`src/rtl/alu_shift_engine.sv`:
```
// rtl/alu_shift_engine.sv - multi-cycle nibble-serial rotate/shift executor (RLC..SRL)
module alu_shift_engine (
  input  logic       clk,
  input  logic       nreset,
  input  logic       start,
  input  logic [2:0] op,
  input  logic [7:0] din,
  input  logic       cin,
  output logic       ready,
  output logic       shift_dbh,
  output logic       done,
  output logic [7:0] result,
  output logic       flag_z,
  output logic       flag_n,
  output logic       flag_h,
  output logic       flag_c
);

  typedef enum logic [1:0] {S_IDLE, S_LO, S_HI, S_DONE} state_e;

  localparam logic [2:0] OP_RLC  = 3'd0;
  localparam logic [2:0] OP_RRC  = 3'd1;
  localparam logic [2:0] OP_RL   = 3'd2;
  localparam logic [2:0] OP_RR   = 3'd3;
  localparam logic [2:0] OP_SLA  = 3'd4;
  localparam logic [2:0] OP_SRA  = 3'd5;
  localparam logic [2:0] OP_SWAP = 3'd6;
  localparam logic [2:0] OP_SRL  = 3'd7;

  state_e     state_q, state_d;
  logic [2:0] op_q;
  logic [7:0] din_q;
  logic       cin_q;
  logic [3:0] lo_nib_q;
  logic [7:0] result_q;
  logic       z_q, c_q, done_q;

  logic       si;
  logic       carry;
  logic [3:0] lo_nib;
  logic [3:0] hi_nib;
  logic       accept;

  assign accept = (state_q == S_IDLE) && start;

  // Nibble datapath: shift-in bit, carry-out and both result nibbles from the latched operand
  always_comb begin
    si     = 1'b0;
    carry  = 1'b0;
    lo_nib = 4'h0;
    hi_nib = 4'h0;
    case (op_q)
      OP_RLC:  si = din_q[7];
      OP_RRC:  si = din_q[0];
      OP_RL:   si = cin_q;
      OP_RR:   si = cin_q;
      OP_SRA:  si = din_q[7];
      default: si = 1'b0;
    endcase
    case (op_q)
      OP_RLC, OP_RL, OP_SLA: begin
        lo_nib = {din_q[2:0], si};
        hi_nib = din_q[6:3];
        carry  = din_q[7];
      end
      OP_SWAP: begin
        lo_nib = din_q[7:4];
        hi_nib = din_q[3:0];
        carry  = 1'b0;
      end
      default: begin
        lo_nib = din_q[4:1];
        hi_nib = {si, din_q[7:5]};
        carry  = din_q[0];
      end
    endcase
  end

  // Next-state logic: fixed four-cycle walk once a request is accepted
  always_comb begin
    state_d = state_q;
    case (state_q)
      S_IDLE:  if (start) state_d = S_LO;
      S_LO:    state_d = S_HI;
      S_HI:    state_d = S_DONE;
      S_DONE:  state_d = S_IDLE;
      default: state_d = S_IDLE;
    endcase
  end

  // State, operand latch, low-nibble stage and registered result/flags/done
  always_ff @(posedge clk or negedge nreset) begin
    if (!nreset) begin
      state_q  <= S_IDLE;
      op_q     <= 3'd0;
      din_q    <= 8'h00;
      cin_q    <= 1'b0;
      lo_nib_q <= 4'h0;
      result_q <= 8'h00;
      z_q      <= 1'b0;
      c_q      <= 1'b0;
      done_q   <= 1'b0;
    end else begin
      state_q <= state_d;
      done_q  <= (state_q == S_HI);
      if (accept) begin
        op_q  <= op;
        din_q <= din;
        cin_q <= cin;
      end
      if (state_q == S_LO) begin
        lo_nib_q <= lo_nib;
      end
      if (state_q == S_HI) begin
        result_q <= {hi_nib, lo_nib_q};
        z_q      <= ({hi_nib, lo_nib_q} == 8'h00);
        c_q      <= carry;
      end
    end
  end

  assign ready     = (state_q == S_IDLE);
  assign shift_dbh = (state_q == S_LO) ? carry : 1'b0;
  assign done      = done_q;
  assign result    = result_q;
  assign flag_z    = z_q;
  assign flag_n    = 1'b0;
  assign flag_h    = 1'b0;
  assign flag_c    = c_q;

endmodule

```
`config.mk`:
```
export PLATFORM = sky130hd
export DESIGN_NAME = alu_shift_engine
export DESIGN_NICKNAME = d
export VERILOG_FILES = /design/src/rtl/alu_shift_engine.sv
export SDC_FILE = /design/constraint.sdc
export NUM_CORES = 1
export LEC_CHECK = 0
export ABC_AREA = 1
export ABC_CLOCK_PERIOD_IN_PS = 3400
export CORE_MARGIN = 1.5
export CORE_UTILIZATION = 53
export DETAILED_ROUTE_END_ITERATION = 10
export PLACE_DENSITY = 0.79
export SETUP_SLACK_MARGIN = 0.5
export SYNTH_ARGS = -nofsm -noshare
export SYNTH_HDL_FRONTEND = slang
export SYNTH_SLANG_ARGS = --single-unit
```
`constraint.sdc`:
```
create_clock -name clk -period 3.4 [get_ports clk]
set_clock_uncertainty 0.2 [all_clocks]
set_input_delay 0.68 -clock clk [delete_from_list [all_inputs] [get_ports clk]]
set_output_delay 0.68 -clock clk [all_outputs]
set_load 0.02 [all_outputs]
```
# Yosys cells after proc, flatten, opt, wreduce, memory -nomap -nowiden

Index checks and enable logic that the tools add are counted.

Output and inout bits: 15
Bits of input ports: 15
Logic and storage cells: 33
Register bits: 29

Reduce and logical (&&, ||, !) cells: 7
Multiplexer cells: 7
Equality and inequality tests: 10

Operators with widths:

| kind                                                             | number |
|---|---|
| 4-bit case mux with 2 select lines                               | 2 |
| 3-bit == test (second input constant)                            | 3 |
| 8-bit zero test                                                  | 1 |
| 2-bit case mux with 4 select lines                               | 1 |
| 3-bit by 2-bit == test with 1-bit output (second input constant) | 2 |
| 2-bit == test (second input constant)                            | 2 |
| 2-bit OR reduction                                               | 2 |
| 3-bit by 1-bit == test with 1-bit output (second input constant) | 1 |
| 3-bit zero test                                                  | 1 |
| 1-bit case mux with 3 select lines                               | 1 |
| 3-bit OR reduction                                               | 1 |
| 2-bit by 1-bit == test with 1-bit output (second input constant) | 1 |
| 2-bit zero test                                                  | 1 |
| 2-bit 2-to-1 mux                                                 | 1 |
| 2-bit != test (second input constant)                            | 1 |
| 1-bit case mux with 2 select lines                               | 1 |
| 1-bit logical AND                                                | 1 |
| 1-bit 2-to-1 mux                                                 | 1 |

# Logic depth before layout (Yosys ltp)

Depth after elaboration: 5
Gate-level depth with buffers: 9
Gate-level depth less buffers: 9

# Worst setup path after synthesis

OpenSTA, ideal clock, no wires.

Path kind: flip-flop to output port
From: reg op_q[0]
To: out shift_dbh
Slack: 1425 ps
Arrival time: 1095 ps
Cell stages (with the launch flop): 6
Required time: 2520 ps
Buffers on the path: 0
Path through: dfrtp_1 inv_1 nand2_1 inv_1 a21boi_2 nor2_1

Word-level cells in the longest chain between the ends: 4
Elaborated cells between the ends (all ways): 7

RTL lines:

| item                                                             | RTL line | source |
|---|---|---|
| from (decl)                                                      | 31       | `logic [2:0] op_q;` |
| from (signal assigned)                                           | 107      | `op_q <= op;` |
| 3-bit by 2-bit == test with 1-bit output (tied with other cells) | 60       | `case (op_q)` |
| 3-bit OR reduction                                               | 60       |  |
| 1-bit case mux with 2 select lines (*)                           | 60       |  |
| 1-bit 2-to-1 mux (*)                                             | 123      | `assign shift_dbh = (state_q == S_LO) ? carry : 1'b0;` |
| to (decl)                                                        | 10       | `output logic shift_dbh,` |

Every way passes the cells marked *; elsewhere a longest branch is shown, timed or not.

# Worst setup path in the final report

From: reg state_q[0]
To: out ready

Word-level cells in the longest chain between the ends: 1

RTL lines:

| item                   | RTL line | source |
|---|---|---|
| from (decl)            | 30       | `state_e state_q, state_d;` |
| from (signal assigned) | 104      | `state_q <= state_d;` |
| 2-bit zero test        | 122      | `assign ready = (state_q == S_IDLE);` |
| to (decl)              | 9        | `output logic ready,` |

Every way passes these cells.

==> qor.txt <==
H-tree levels -> 2
pwr/cell area -> 952 nW/µm²
post-CTS setup buffers -> 0
Tmin final -> 2.53 ns
Inserted Diodes -> 0
Post-Syn Instances -> 161
top cells by area, synth -> dfrtp_1, nand2_1, nor2_1
crit-path leading delay family -> buffers and inverters
commonest cells in the netlist -> nand2_1, dfrtp_1, nor2_1
Routed Antenna Nets -> 0
Top Ports -> 30
Critical-path top delay cell -> clkdlybuf4s50_1
Crit Path Category -> reg -> out
Worst-Skew Late Latency -> 0.32 ns
core area -> 2500 µm²
pre-CTS setup slack -> 0.750 ns
GRT Overall Usage -> 0.213
cell taking the most area after synthesis -> dfrtp_1
Reg-to-Reg End -> din_q[7]$_DFFE_PN0P_
Clk pin slew, worst setup/hold paths -> 0.09 ns
Initial Utilization -> 0.561
status -> finished clean
Layout Nets -> 210
CP Depth -> 3
Starting DRT DRC Count -> 43
Critical Path AT -> 1.65 ns
Std-Cell Rows -> 18
kind of end point of the critical path -> primary output
Final Hold Fails -> 0
Tcrit/Tclk final -> 0.745
async set or reset register ratio after synthesis -> 1.00
fraction of layout cells with a size suffix above 1 -> 0.114
Worst Max-Slew Pin Slew -> 0.586 ns
Die X -> 54.4 µm
FMAX -> 395 MHz
YS warnings -> 0
CTS max path bufs -> 2
setup violators final -> 0
Vias per Instance -> 5.07
vias in the first global route -> 1,011
P_leak -> 0.000854 µW
FF-to-FF setup slack -> 1.57 ns
total CTS buffers -> 5
Slew HR -> 0.608
RSZ-0062 raised after global routing -> no
worst reg2reg path depth -> 4
CTS root buffer -> clkbuf_4
Area after DPL -> 1680 µm²
Hold Crit Class -> reg -> reg
die area -> 2960 µm²
Worst IR Drop VDD -> 0.695 mV
first-pass GRT wire length -> 4340 µm
worst r2r src -> state_q[0]$_DFFE_PN0P_
final setup margin -> 0.866 ns
wire length per cell -> 12.3 µm
Hold EP -> result[2]$_DFFE_PN0P_
CP Launch Type -> register
port bufs -> 27
setup TNS -> 0 ns
detailed-route DRC error count -> 0
largest net degree at the start of global routing -> 30
Mean Syn Cell Area -> 8.71 µm²
Final Util -> 0.694
CP max stage delay -> 0.63 ns
drt first pass iters -> 4
Congestion Overflow GR -> 0
Slew Viols, Final -> 0
CP max FO -> 3
Sink Count -> 29
Final Routed Wirelength -> 2730 µm
Cells on Worst Hold Path -> 2
CP Data Required Time -> 2.52 ns
antenna violations before repair -> 0
Die Height -> 54.4 µm
synth unique cells -> 25
top_reg_cell synth -> dfrtp_1
EDFF count, synth -> 0
post-synth top area share -> 0.517
max_cap viols -> 0
DP HPWL -> 2140 µm
Hold Crit Start -> result[2]$_DFFE_PN0P_
crit-path cells -> inv_1 -> ha_1 -> clkdlybuf4s50_1
Mapped Area -> 1400 µm²
vias after detailed routing -> 1,131
most common cell in the netlist -> nand2_1
Final GP Congestion -> 0.857
Final Cell Area -> 1730 µm²
CTS tree -> done
Crit path buffers/inverters -> 2
Layout Area Growth over Synthesis -> 23.6%
synthesis-stage register bit count -> 29
Seq/Total Area, Yosys -> 0.517
## through the flow
stage	power (µW)	instances	hold WS [ns]
2_1_floorplan	1210	162	0.184
3_3_place_gp	1440	215	0.252
3_5_place_dp	1470	215	0.264
4_1_cts	1670	223	0.286
5_1_grt	1800	223	0.309
6_report	1650	223	0.282
## final cells by class
class / count / area, µm²
Fill cell: 203 / 766
Sequential cell: 29 / 727
Multi-Input combinational cell: 109 / 567
Timing Repair Buffer: 28 / 280
Inverter: 19 / 71.3
Clock buffer: 6 / 41.3
Tap cell: 30 / 37.5
Clock inverter: 2 / 10.0
## sequential cells by signal, indices dropped and copies added (netlist names)
name	flops
cin_q	1
done	1
result	8
lo_nib_q	4
state_q	2
din_q	8
flag_z	1
op_q	3
flag_c	1
## cells in the final DEF (no fill, tap or decap), types with 2 or more instances in the layout
master	n
ha_1	3
clkdlybuf4s50_1	26
clkbuf_4	5
conb_1	2
nand2_1	37
mux2_2	5
clkinv_2	2
inv_1	18
dfrtp_1	28
a21oi_1	12
nand3_1	6
o21ai_0	8
nor2_1	22
o22ai_1	2
nand2_2	2
## worst register-to-register path: cells and delay by family (launching register included)
family | cells | cell delay (ns)
simple gates | 1 | 0.45
fa+ha+maj | 1 | 0.23
mux | 1 | 0.40
flops | 1 | 0.36
buf+inv | 1 | 0.07
## where the power goes
part	internal [µW]	leakage (µW)	switching [µW]
registers	511	0.000336	139
logic	343	0.000486	468
clock network	78.5	0.0000320	112
## how the worst max path moves through the flow
stage	startpoint	slack [ns]	end
final	state_q[0]$_DFFE_PN0P_	0.87	ready
after global routing	state_q[0]$_DFFE_PN0P_	0.77	ready
after CTS	op_q[0]$_DFFE_PN0P_	0.53	shift_dbh
after detailed placement	op_q[0]$_DFFE_PN0P_	0.75	shift_dbh
after global placement	op_q[0]$_DFFE_PN0P_	0.78	shift_dbh
after floorplan	op_q[0]$_DFFE_PN0P_	1.42	shift_dbh
## per-layer routing
layer,vias up,part of all wire,global-route usage
met4,0,0.0055,0.100
li1,574,-,-
met3,2,0.055,0.0574
met2,41,0.52,0.380
met5,-,0,0
met1,514,0.42,0.232
## cell families after synthesis
family / count (synthesis) / share of synthesized area
simple gates: 71 / 0.217
compound gates: 28 / 0.115
flops: 29 / 0.517
buf+inv: 24 / 0.0812
mux: 5 / 0.0401
other cells: 1 / 0.00267
fa+ha+maj: 3 / 0.0268
## repair_timing
item,CTS,global route
resized for setup,2,1
hold buffers,0,0
cloned,0,0
setup endpoints to repair,1,1
(Power assumes the default switching activity.)
